### src/rtl/gmii_udp_av_rx.sv
// GMII receiver for the HDMI-over-Ethernet sink: filters IPv4/UDP frames addressed
// to this node and splits the payload into video pixel words and 12-bit AUX words.
`timescale 1ns/1ps
module gmii_udp_av_rx #(
  parameter logic [31:0] IPV4_DST_BASE = 32'hC0A80001,
  parameter logic [15:0] DST_PORT      = 16'd12345,
  parameter int          ID_W          = 1,
  parameter int          PIX_BYTES     = 2,
  parameter int          VID_PIXELS    = 640,
  parameter int          AUX_WORDS     = 32,
  parameter logic [7:0]  TYPE_VIDEO    = 8'h00,
  parameter logic [7:0]  TYPE_AUDIO    = 8'h01
) (
  input  logic                      clk125,
  input  logic                      sys_rst,
  input  logic [ID_W-1:0]           id,
  input  logic [7:0]                rxd,
  input  logic                      rx_dv,
  output logic [12+8*PIX_BYTES:0]   vid_data,
  output logic                      vid_wr_en,
  input  logic                      vid_full,
  output logic [11:0]               aux_data,
  output logic                      aux_wr_en,
  input  logic                      aux_full,
  output logic                      packet_en,
  output logic [15:0]               drop_cnt,
  output logic [15:0]               trunc_cnt
);
  localparam int PIX_W = 8 * PIX_BYTES;
  localparam int PB_W  = $clog2(PIX_BYTES + 1);
  localparam int PC_W  = $clog2(VID_PIXELS + 1);
  localparam int AC_W  = $clog2(AUX_WORDS + 1);

  typedef enum logic [2:0] {HDR, VID_HDR, VID_PAY, AUX_HDR, AUX_PAY, DISCARD} state_t;

  typedef struct packed {
    logic [15:0] etype;
    logic [7:0]  ver_ihl;
    logic [7:0]  proto;
    logic [31:0] dst_ip;
    logic [15:0] dst_port;
  } hdr_t;

  state_t            state, state_d;
  hdr_t              hdr;
  logic [10:0]       bc;
  logic [10:0]       line;
  logic              x0;
  logic [PIX_W-1:0]  pix_buf, pix_next;
  logic [PB_W-1:0]   pb_cnt;
  logic [PC_W-1:0]   pix_cnt;
  logic [7:0]        aux_lo;
  logic [3:0]        aux_hi4;
  logic [1:0]        aux_ph;
  logic [AC_W-1:0]   aux_cnt;
  logic [11:0]       aux_word_d;
  logic              vid_we_d, aux_we_d, pen_d, drop_inc, trunc_inc;
  logic              pix_last, hdr_match;
  logic [7:0]        ip_lo;

  assign ip_lo     = IPV4_DST_BASE[7:0] + 8'(id);
  assign hdr_match = (hdr.etype == 16'h0800) && (hdr.ver_ihl == 8'h45) &&
                     (hdr.proto == 8'h11) &&
                     (hdr.dst_ip[31:8] == IPV4_DST_BASE[31:8]) &&
                     (hdr.dst_ip[7:0] == ip_lo) && (hdr.dst_port == DST_PORT);
  assign pix_last  = (pb_cnt == PB_W'(PIX_BYTES - 1));

  always_comb begin
    state_d    = state;
    pen_d      = packet_en;
    vid_we_d   = 1'b0;
    aux_we_d   = 1'b0;
    drop_inc   = 1'b0;
    trunc_inc  = 1'b0;
    aux_word_d = '0;
    // first pixel byte ends up in the MSBs after PIX_BYTES shifts
    pix_next   = PIX_W'({pix_buf, rxd});
    if (!rx_dv) begin
      // frame end wins over any simultaneous FIFO-full condition
      state_d = HDR;
      pen_d   = 1'b0;
      if (state inside {VID_HDR, VID_PAY, AUX_HDR, AUX_PAY}) trunc_inc = 1'b1;
    end else begin
      case (state)
        HDR: if (bc == 11'h32) begin
          if (hdr_match && rxd == TYPE_VIDEO)      state_d = VID_HDR;
          else if (hdr_match && rxd == TYPE_AUDIO) state_d = AUX_HDR;
          else                                     state_d = DISCARD;
        end
        VID_HDR: if (bc == 11'h34) begin
          state_d = VID_PAY;
          pen_d   = 1'b1;
        end
        VID_PAY: if (pix_last) begin
          if (vid_full) begin
            state_d  = DISCARD;
            pen_d    = 1'b0;
            drop_inc = 1'b1;
          end else begin
            vid_we_d = 1'b1;
            if (pix_cnt == PC_W'(VID_PIXELS - 1)) begin
              state_d = DISCARD;
              pen_d   = 1'b0;
            end
          end
        end
        AUX_HDR: if (bc == 11'h34) begin
          aux_word_d = {rxd[3:0], aux_lo};
          if (aux_full) begin
            state_d  = DISCARD;
            drop_inc = 1'b1;
          end else begin
            aux_we_d = 1'b1;
            state_d  = AUX_PAY;
          end
        end
        AUX_PAY: if (aux_ph != 2'd0) begin
          aux_word_d = (aux_ph == 2'd1) ? {rxd[3:0], aux_lo} : {rxd, aux_hi4};
          if (aux_full) begin
            state_d  = DISCARD;
            drop_inc = 1'b1;
          end else begin
            aux_we_d = 1'b1;
            if (aux_cnt == AC_W'(AUX_WORDS - 1)) state_d = DISCARD;
          end
        end
        default: ;
      endcase
    end
  end

  always_ff @(posedge clk125 or posedge sys_rst) begin
    if (sys_rst) state <= HDR;
    else         state <= state_d;
  end

  always_ff @(posedge clk125 or posedge sys_rst) begin
    if (sys_rst) begin
      vid_data  <= '0;
      vid_wr_en <= 1'b0;
      aux_data  <= '0;
      aux_wr_en <= 1'b0;
      packet_en <= 1'b0;
      drop_cnt  <= '0;
      trunc_cnt <= '0;
      bc        <= '0;
      hdr       <= '0;
      line      <= '0;
      x0        <= 1'b0;
      pix_buf   <= '0;
      pb_cnt    <= '0;
      pix_cnt   <= '0;
      aux_lo    <= '0;
      aux_hi4   <= '0;
      aux_ph    <= '0;
      aux_cnt   <= '0;
    end else begin
      packet_en <= pen_d;
      vid_wr_en <= vid_we_d;
      aux_wr_en <= aux_we_d;
      if (vid_we_d) vid_data <= {1'b0, x0, line, pix_next};
      if (aux_we_d) aux_data <= aux_word_d;
      if (drop_inc && drop_cnt != 16'hFFFF)   drop_cnt  <= drop_cnt + 16'd1;
      if (trunc_inc && trunc_cnt != 16'hFFFF) trunc_cnt <= trunc_cnt + 16'd1;
      if (!rx_dv) begin
        bc      <= '0;
        hdr     <= '0;
        line    <= '0;
        x0      <= 1'b0;
        pb_cnt  <= '0;
        pix_cnt <= '0;
        aux_ph  <= '0;
        aux_cnt <= '0;
      end else begin
        if (bc != 11'h7FF) bc <= bc + 11'd1;
        case (state)
          HDR: case (bc)
            11'h14: hdr.etype[15:8]    <= rxd;
            11'h15: hdr.etype[7:0]     <= rxd;
            11'h16: hdr.ver_ihl        <= rxd;
            11'h1F: hdr.proto          <= rxd;
            11'h26: hdr.dst_ip[31:24]  <= rxd;
            11'h27: hdr.dst_ip[23:16]  <= rxd;
            11'h28: hdr.dst_ip[15:8]   <= rxd;
            11'h29: hdr.dst_ip[7:0]    <= rxd;
            11'h2C: hdr.dst_port[15:8] <= rxd;
            11'h2D: hdr.dst_port[7:0]  <= rxd;
            default: ;
          endcase
          VID_HDR: begin
            if (bc == 11'h33) line[7:0] <= rxd;
            if (bc == 11'h34) begin
              line[10:8] <= rxd[2:0];
              x0         <= rxd[4];
              pb_cnt     <= '0;
              pix_cnt    <= '0;
            end
          end
          VID_PAY: begin
            pix_buf <= pix_next;
            pb_cnt  <= pix_last ? '0 : pb_cnt + 1'b1;
            if (pix_last) pix_cnt <= pix_cnt + 1'b1;
          end
          AUX_HDR: begin
            if (bc == 11'h33) aux_lo <= rxd;
            if (bc == 11'h34) begin
              aux_ph  <= '0;
              aux_cnt <= '0;
            end
          end
          AUX_PAY: begin
            // byte triple p0,p1,p2 carries two 12-bit samples
            aux_ph <= (aux_ph == 2'd2) ? 2'd0 : aux_ph + 2'd1;
            if (aux_ph == 2'd0) aux_lo  <= rxd;
            if (aux_ph == 2'd1) aux_hi4 <= rxd[7:4];
            if (aux_we_d) aux_cnt <= aux_cnt + 1'b1;
          end
          default: ;
        endcase
      end
    end
  end
endmodule
### config.mk
export PLATFORM = sky130hd
export DESIGN_NAME = gmii_udp_av_rx
export DESIGN_NICKNAME = d
export VERILOG_FILES = /design/src/rtl/gmii_udp_av_rx.sv
export SDC_FILE = /design/constraint.sdc
export NUM_CORES = 1
export LEC_CHECK = 0
export BUFFER_PORTS_ARGS = -buffer_cell sky130_fd_sc_hd__clkbuf_2
export CAP_MARGIN = 20
export CORE_MARGIN = 8
export CORE_UTILIZATION = 35
export DETAILED_ROUTE_END_ITERATION = 8
export GPL_TIMING_DRIVEN = 0
export PLACE_DENSITY = 0.54
export SLEW_MARGIN = 20
export SYNTH_ARGS = -nofsm -noshare
export SYNTH_HDL_FRONTEND = slang
export SYNTH_SLANG_ARGS = --single-unit
### constraint.sdc
create_clock -name clk125 -period 10.1 [get_ports clk125]
set_input_delay 2.02 -clock clk125 [delete_from_list [all_inputs] [get_ports clk125]]
set_output_delay 2.02 -clock clk125 [all_outputs]
set_load 0.01 [all_outputs]
# [After elaboration in Yosys (flattened, before gate mapping)]
# Index checks and enable logic that the tools add are counted.
[totals] mem_bits_rw=0 wordCells=214 rom_bits=0 memories=0 ff_bits=221 latch_bits=0
[op_classes] addsub=8 n_div=0 n_bitwise=0 n_mul=0 magnitude_cmp=0 n_eq_ne=60 n_shift=0 n_reduce_logical=36 mux=81
[ops] op="$mux W80" n=2
[ops] op="$eq A11 B6 Y1 const B" n=9
[ops] op="$mux W8" n=12
[ops] op="$mux W12" n=4
[ops] op="$eq A11 B5 Y1 const B" n=4
[ops] op="$mux W11" n=4
[ops] op="$mux W3" n=13
[ops] op="$ne A2 B1 Y1 const B" n=17
[ops] op="$add A16 B1 Y16 const B" n=2
[ops] op="$ne A16 B16 Y1 const B" n=2
[ops] op="$mux W10" n=3
[ops] op="$reduce_and A2 Y1" n=15
[ops] op="$mux W1" n=25
[ops] op="$eq A24 B24 Y1 const B" n=1
[ops] op="$pmux W12 S2" n=1
[ops] op="$pmux W10 S2" n=1
[ops] op="$mux W6" n=3
[ops] op="$eq A16 B12 Y1 const B" n=1
[ops] op="$eq A16 B14 Y1 const B" n=1
[ops] op="$pmux W8 S2" n=1
[ops] op="$pmux W3 S5" n=1
[ops] op="$pmux W6 S2" n=1
[ops] op="$add A11 B1 Y11 const B" n=1
[ops] op="$ne A11 B11 Y1 const B" n=1
[ops] op="33 further kinds" n=60

# [Depth between registers and ports, before layout]
# Gate-level depths: netlist of the first run.
[depth] depth_word=12 depth_mapped=8 mapped_depth_nobuf=7

# [Least setup slack after synthesis of the first run]
# OpenSTA, ideal clock, no wires.
[synth_path] path_type="input port to flip-flop" start="in vid_full" end="reg drop_cnt[1]" setup_slack_ns=6.772 stages=6 setup_ns=0.128 arrival_time_ns=3.201 t_required_ns=9.972 cell_sequence="nor2b_1 a21oi_1 a311o_1 buf_6 nor2_1 mux2_1"
[synth_via] elab_chain_cells=5
[synth_lines] element="start, declared" line_no="21" rtl="input logic vid_full,"
[synth_lines] element="$mux W1" line_no="95" rtl="if (vid_full) begin"
[synth_lines] element="$mux W1" line_no="94" rtl="VID_PAY: if (pix_last) begin"
[synth_lines] element="$pmux W1 S3" line_no="84" rtl="case (state)"
[synth_lines] element="$mux W1" line_no="78" rtl="if (!rx_dv) begin"
[synth_lines] element="$logic_and A1 B1 Y1" line_no="163" rtl="if (drop_inc && drop_cnt != 16'hFFFF) drop_cnt <= drop_cnt + 16'd1;"
[synth_lines] element="end signal, assigned" line_no="163"
[synth_lines] element="end, declared" line_no="26" rtl="output logic [15:0] drop_cnt,"
# Every way passes these cells.
# A chain may end at the register's enable or synchronous reset.

# [Final worst setup path of the first run]
[layout_path] start="in rx_dv" end="reg hdr[12] in the netlist's numbering"
[layout_via] elab_chain_cells=2 elab_cells_between_ends=4 classes_between="2 x eq/ne; 1 x mux; 1 x reduce/logical"
[layout_lines] element="start, declared" line_no="18" rtl="input logic rx_dv,"
[layout_lines] element="$ne A2 B1 Y1 (no line)"
[layout_lines] element="$reduce_and A2 Y1 (no line)"
[layout_lines] element="end, declared" line_no="45" rtl="hdr_t hdr;"
# Parallel ways exist; a longest one is shown, timed or not.

==> results of run 1 <==
## cell families after synthesis
family / after synthesis
DFF: 221
adders and majority gates: 8
other: 1
buffers and inverters: 69
AOI/OAI and AO/OA: 157
xor gates and xnor gates: 43
muxes: 91
and+or+nand+nor: 352
## critical path, cell delays in order
cell and delay [ns]:
sky130_fd_sc_hd__clkbuf_2 0.12, sky130_fd_sc_hd__inv_1 0.14, sky130_fd_sc_hd__clkbuf_1 0.56, sky130_fd_sc_hd__buf_1 0.50
sky130_fd_sc_hd__clkbuf_1 0.55, sky130_fd_sc_hd__nor2_1 0.11
## metal layers
metal  vias to the layer above  global-route usage, %  wire length (microns)  part of all wire [%]
met5                         -                      0                      0                     0
met4                         0                   4.55                    544                   2.1
met3                        38                   2.08                   1240                   4.8
met2                       160                   25.2                  12300                    47
met1                      3712                   20.8                  11900                    46
li1                       3564                      -                      -                     -
## cells in the mapped netlist, drive strengths merged (5+ instances only)
cell type / n
a21oi: 37
a22oi: 12
a31o: 16
and2: 6
and3: 10
and4: 8
buf: 12
clkbuf: 42
dfrtp: 221
ha: 8
inv: 15
mux2: 42
mux2i: 49
nand2: 102
nand3: 25
nand4: 29
nor2: 103
nor2b: 11
nor3: 7
nor3b: 5
nor4: 16
nor4b: 11
o21ai: 64
xnor2: 20
xor2: 23
## final cells by class
class                      count  area [sq um]
clock buffer                  39           788
fill                        2822         16600
sequential                   221          5530
multi-input combinational    652          4220
buffer                        54           223
clock inverter                 6          76.3
tap                          384           480
inverter                      15          63.8
timing repair buffer          87           480
## per-stage QoR
stage | instance area, sq um | setup slack [ns] | hold WS (ns) | setup TNS (ns) | std cells
after detailed placement | 11000 | 5.89 | 0.462 | 0 | 1413
final | 11900 | 6.48 | 0.475 | 0 | 1458
after floorplan | 10000 | 2.03 | 0.441 | 0 | 942
after global placement | 10900 | -0.782 | 0.464 | -169.37 | 1411
after global routing | 11900 | 6.36 | 0.501 | 0 | 1458
after CTS | 11900 | 6.45 | 0.477 | 0 | 1458
## sequential cells by signal, summed over array words and instances (netlist names)
signal,count
state,3
packet_en,1
trunc_cnt,16
vid_data,28
drop_cnt,16
aux_wr_en,1
x0,1
pix_cnt,10
aux_cnt,6
pb_cnt,2
aux_ph,2
bc,11
line,11
hdr,80
aux_data,12
vid_wr_en,1
pix_buf,8
aux_lo,8
aux_hi4,4
## worst paths after layout
| kind | start | to | slack [ns] | depth (start not counted) |
|---|---|---|---|---|
| hold reg to reg | pix_buf[4] | pix_buf[4] | 0.47 | 2 |
| hold / removal | pix_buf[4] | pix_buf[4] | 0.47 | 2 |
| setup / recovery | rx_dv | hdr[12] | 6.48 | 6 |
| setup reg to reg | bc[8] | hdr[20] | 7.53 | 6 |
| min in group asynchronous | sys_rst | pix_cnt[3] | 1.46 | 2 |
| max in group asynchronous | sys_rst | hdr[49] | 7.43 | 4 |
## power breakdown
part,internal [mW],leakage [nW],switching [mW]
registers,0.931,3.05,0.0325
logic,0.0554,1.97,0.0963
clock network,0.564,0.432,0.372
==> PnR_summary.wiki, run 1 <==
{| class="wikitable"
! Metric !! Value
|-
| Hold-fix buffers, CTS || 0
|-
| First-pass detailed-route iteration total || 6
|-
| Maximum buffer depth of the clock tree || 3
|-
| Synth Warn # || 0
|-
| Clk Latency, worst-skew pair || approximately 0.53 ns
|-
| Via density per instance || between 5 and 6
|-
| First-pass GRT wire length || between 40 and 50 mm
|-
| TritonCTS buffer count || 25
|-
| Initial core utilization || around a third
|-
| Total of flip-flops plus latches after synthesis || between 200 and 250
|-
| Xor-xnor portion of the synthesized cell area || between 3 and 4%
|-
| Number of core rows || 62
|-
| Crit start category || primary input
|-
| Core Footprint || 28,500 sq um
|-
| Critical path fanouts, max || 10
|-
| Share of final-layout standard cells stronger than drive strength 1 || about a fifth
|-
| Setup skew after layout || 0.0126 ns
|-
| Area fraction in compound gates after synthesis || under 10%
|-
| Number of global-route vias before repair || ~7,600
|-
| Part of the Yosys area used for sequential elements || 55.1%
|-
| Routed wirelength normalized by instance count || around 18 microns
|-
| Leading cell type in the layout, fill and taps excluded || sky130_fd_sc_hd__dfrtp_1
|-
| Dominant combinational cell family by area after synthesis || simple AND/OR/NAND/NOR gates
|-
| Crit Path Class || primary input to register
|-
| Leakage power of the design || 5.45 nW
|-
| Crit end category || register
|-
| Initial antenna violation count || 0
|-
| Type of the worst min-delay path || register to register
|-
| Die W || roughly 190 microns
|-
| Maximum number of pins on one net before global-route repair || a little over 100
|-
| Detailed Route Iter0 Violations || around 520
|-
| Maximum level of the CTS H-tree || 1
|-
| Post-layout min period || ~3.6 ns
|-
| Instance count of the mapped netlist || around 940
|-
| Remaining global-route overflow || 0
|-
| Post-synth top area share || 55.1%
|-
| Post-cts resize count || 0
|-
| RePlAce Congestion || about 0.78
|-
| CP Data Arrival Time || roughly 4 ns
|-
| Critical Path RT || 10.49 ns
|-
| I/O Buffers || 85
|-
| Overall global routing resource usage || 15.3%
|-
| Routed wire length || approximately 26 mm
|-
| ANT nets after route || 0
|-
| Postcts setup bufs || 0
|-
| Final net count || approximately 1,100
|-
| Crit share post-route || 35.9%
|-
| Max-slew violation count || 0
|-
| Total nets after synthesis || slightly below 1,000
|-
| Max VDD drop || approximately 0.00011 V
|-
| Area added between synthesis and finish || 18.3%
|-
| Count of flip-flops with a built-in enable after synthesis || 0
|-
| Height of the chip || 185 microns
|-
| Setup violators final || 0
|-
| Yosys cell types || 65
|-
| Master cell of the clock root buffer || sky130_fd_sc_hd__clkbuf_16
|-
| Fin util || a little over two fifths
|-
| Cell type contributing the most total cell area after synthesis || sky130_fd_sc_hd__dfrtp_1
|-
| Detail Placement HPWL || ~18 mm
|-
| Number of remaining DRC errors || 0
|-
| Total standard cell area after synthesis || approximately 10,000 sq um
|-
| Clock-pin slew on the worst setup and hold paths || roughly 0.060 ns
|-
| Achievable Freq || between 0.2 and 0.3 GHz
|-
| Proportion of synthesized area in mux cells || 9.60%
|-
| Hold Fails Final Rpt || 0
|-
| Unrepaired setup endpoints after global routing || no
|-
| Number of vias after detailed routing || 7,474
|-
| Number of max-cap violations || 0
|-
| Count of antenna diodes in the layout || 0
|-
| Commonest register cell after synthesis || sky130_fd_sc_hd__dfrtp_1
|-
| Total Die Area || approximately 34,000 sq um
|-
| Most used cells in the layout excluding fill and tap cells || 221 x sky130_fd_sc_hd__dfrtp_1, 102 x sky130_fd_sc_hd__nand2_1, 101 x sky130_fd_sc_hd__nor2_1
|-
| CTS tree || yes
|-
| Total power || around 2.1 mW
|-
| Top area cells in the synthesized netlist || sky130_fd_sc_hd__dfrtp_1 55%, sky130_fd_sc_hd__mux2i_1 4.9%, sky130_fd_sc_hd__mux2_2 4.6%
|-
| Actual transition at the worst max-transition pin || approximately 0.86 ns
|-
| Simple-Gate Fraction of Synth Area || a little under a fifth
|-
| Average cell area after synthesis || between 10 and 15 sq um
|-
| Power density normalized to cell area || 173 nW/um^2
|-
| Number of sinks driven by the clock tree || 221
|-
| Max_slew headroom || about 42%
|-
| Status || complete, no violations
|-
| Adder-Cell Fraction of Synth Area || less than 1%
|-
| Share of async-settable or async-resettable flops after synthesis || between 90% and 100%
|-
| Top-level port count || 90
|}
(Power assumes the default switching activity.)
==> run 2: changes to the inputs <==
--- a/config.mk
+++ b/config.mk
@@ -11,7 +11,7 @@
 export CORE_UTILIZATION = 35
 export DETAILED_ROUTE_END_ITERATION = 8
 export GPL_TIMING_DRIVEN = 0
-export PLACE_DENSITY = 0.54
+export PLACE_DENSITY = 0.56
 export SLEW_MARGIN = 20
 export SYNTH_ARGS = -nofsm -noshare
 export SYNTH_HDL_FRONTEND = slang
==> constraint.sdc (replaced) <==
create_clock -name clk125 -period 3.3 [get_ports clk125]
set_input_delay 0.66 -clock clk125 [delete_from_list [all_inputs] [get_ports clk125]]
set_output_delay 0.66 -clock clk125 [all_outputs]
set_load 0.01 [all_outputs]
==> PnR_summary.wiki, run 2 (synthesis results as in run 1) <==
{| class="wikitable"
! Metric !! Value
|-
| Type of the worst min-delay path || primary input to async pin
|-
| Unrepaired setup endpoints after global routing || no
|-
| Max VDD drop || 0.000294 V
|-
| Remaining global-route overflow || 0
|-
| Registers with the highest flip-flop counts || hdr: 80 flops, vid_data: 28 flops
|-
| Setup skew after layout || 0.0218 ns
|-
| Hold-fix buffers, CTS || 0
|-
| Initial antenna violation count || 0
|-
| Count of antenna diodes in the layout || 0
|-
| ANT nets after route || 0
|-
| Hold Fails Final Rpt || 0
|-
| Initial core utilization || 35.2%
|-
| Total Die Area || around 34,000 sq um
|-
| Logic depth of the worst setup path including buffers || 8
|-
| Finished Layout Cells || about 1,500
|-
| Routed wire length || 26.0 mm
|-
| Crit start category || register
|-
| Final net count || roughly 1,100
|-
| Post-layout min period || 2.51 ns
|-
| Die W || approximately 190 microns
|-
| Postcts setup bufs || 0
|-
| Switching share of power || ~25%
|-
| Most used cells in the layout excluding fill and tap cells || 221 x sky130_fd_sc_hd__dfrtp_1, 102 x sky130_fd_sc_hd__nand2_1, 101 x sky130_fd_sc_hd__nor2_1
|-
| Number of sinks driven by the clock tree || between 200 and 250
|-
| Leakage power of the design || about 5.4 nW
|-
| Crit share post-route || about 76%
|-
| Detailed Route Iter0 Violations || between 400 and 500
|-
| Number of vias after detailed routing || between 7,000 and 8,000
|-
| Max_slew headroom || roughly two fifths
|-
| Master cell of the clock root buffer || sky130_fd_sc_hd__clkbuf_16
|-
| Number of core rows || 62
|-
| PnR worst setup slack || 0.786 ns
|-
| Number of remaining DRC errors || 0
|-
| First-pass detailed-route iteration total || 5
|-
| Routed wirelength normalized by instance count || 17.8 microns
|-
| Critical path fanouts, max || 10
|-
| Int Power || roughly 4.6 mW
|-
| Setup Slack @ Placement || about 0.47 ns
|-
| Number of max-cap violations || 0
|-
| Worst path top cell family by delay || simple AND/OR/NAND/NOR gates
|-
| Crit end category || register
|-
| Top-level port count || 90
|-
| Achievable Freq || 0.398 GHz
|-
| Maximum level of the CTS H-tree || 1
|-
| Relative contribution of the clock network to total power || a little over two fifths
|-
| Flip-flop count of the largest register, all copies and words added || 80
|-
| Clk Latency, worst-skew pair || 0.53 ns
|-
| Clock-pin slew on the worst setup and hold paths || 0.06 ns
|-
| First-pass GRT wire length || approximately 42 mm
|-
| Critical Path RT || about 3.7 ns
|-
| Status || complete, no violations
|-
| Combinational Power Share || approximately 8%
|-
| Buffers and inverters on the worst path || 2
|-
| Fin util || around two fifths
|-
| Core Footprint || roughly 28,000 sq um
|-
| Height of the chip || approximately 190 microns
|-
| Critical Path Max Stage Delay || roughly 0.48 ns
|-
| Maximum buffer depth of the clock tree || 3
|-
| Share of final-layout standard cells stronger than drive strength 1 || approximately a fifth
|-
| Detail Placement HPWL || 18.0 mm
|-
| Logic depth of the worst register-to-register path || 8
|-
| Setup violators final || 0
|-
| Crit Path Class || register to register
|-
| I/O Buffers || 85
|-
| Area added between synthesis and finish || 18.4%
|-
| Actual transition at the worst max-transition pin || 0.877 ns
|-
| CTS tree || yes
|-
| Register name with the most flops || hdr
|-
| Power density normalized to cell area || approximately 510 nW/um^2
|-
| Cell with the biggest individual delay on the critical path || sky130_fd_sc_hd__o21ai_0
|-
| CP Data Arrival Time || 2.96 ns
|-
| Leading cell type in the layout, fill and taps excluded || sky130_fd_sc_hd__dfrtp_1
|-
| Max-slew violation count || 0
|-
| Maximum number of pins on one net before global-route repair || 34
|-
| TritonCTS buffer count || 25
|-
| # placed instances || ~1,400
|-
| Proportion of power drawn by flip-flops and latches || 48.8%
|-
| Switch Pwr || about 1.5 mW
|-
| Overall global routing resource usage || 15.3%
|-
| Number of global-route vias before repair || approximately 7,500
|-
| Critical path, cell by cell || inv_1 -> ha_1 -> and3b_1 -> nand3_1 -> o21ai_0 -> clkbuf_1 -> nand3_1 -> o21ai_0
|-
| Via density per instance || roughly 5.2
|-
| RePlAce Congestion || 0.804
|-
| Post-cts resize count || 0
|}
[run 2: area by class of cell]
| type | instances | area (sq um) |
|---|---|---|
| plain buffers | 54 | 223 |
| clock buffers | 39 | 738 |
| clock inverters | 4 | 27.5 |
| fillers | 2833 | 16600 |
| inverters | 15 | 60.1 |
| multi-input cells | 652 | 4220 |
| flip-flops and latches | 221 | 5530 |
| well taps | 384 | 480 |
| repair buffers | 93 | 601 |
[run 2: per-stage QoR]
| step | power, mW | hold slack (ns) | TNS [ns] | area, sq um |
|---|---|---|---|---|
| 2_1_floorplan | 3.28 | 0.441 | -53.50 | 10000 |
| 3_3_place_gp | 3.46 | 0.459 | -373.57 | 10900 |
| 3_5_place_dp | 3.49 | 0.467 | 0 | 11100 |
| 4_1_cts | 6.12 | 0.113 | 0 | 11900 |
| 5_1_grt | 6.30 | 0.145 | 0 | 11900 |
| 6_report | 6.05 | 0.122 | 0 | 11900 |
[run 2: metal layers]
metal / routed length, microns / GRT usage [%] / vias to the layer above
met5: 0 / 0 / -
met4: 535 / 4.26 / 0
met3: 1190 / 2.28 / 31
met2: 12300 / 25.0 / 136
met1: 12000 / 20.7 / 3805
li1: - / - / 3571
[run 2: final timing paths]
path / slack, ns / end / start
min in group clk125: 0.48 / aux_data[1] / aux_data[1]
worst max-delay path: 0.79 / x0 / bc[0]
max in group asynchronous: 2.15 / aux_lo[3] / sys_rst
worst max register to register: 0.79 / x0 / bc[0]
worst min register to register: 0.48 / aux_data[1] / aux_data[1]
worst min-delay path: 0.12 / trunc_cnt[3] / sys_rst
[run 2: power groups by stage]
stage / Sequential, mW / Clock (mW) / Combinational (mW)
6_report: 2.95 / 2.61 / 0.482
5_1_grt: 2.97 / 2.79 / 0.540
4_1_cts: 2.95 / 2.68 / 0.491
3_5_place_dp: 3.00 / 0 / 0.489
3_3_place_gp: 3.00 / 0 / 0.459
2_1_floorplan: 2.99 / 0 / 0.292
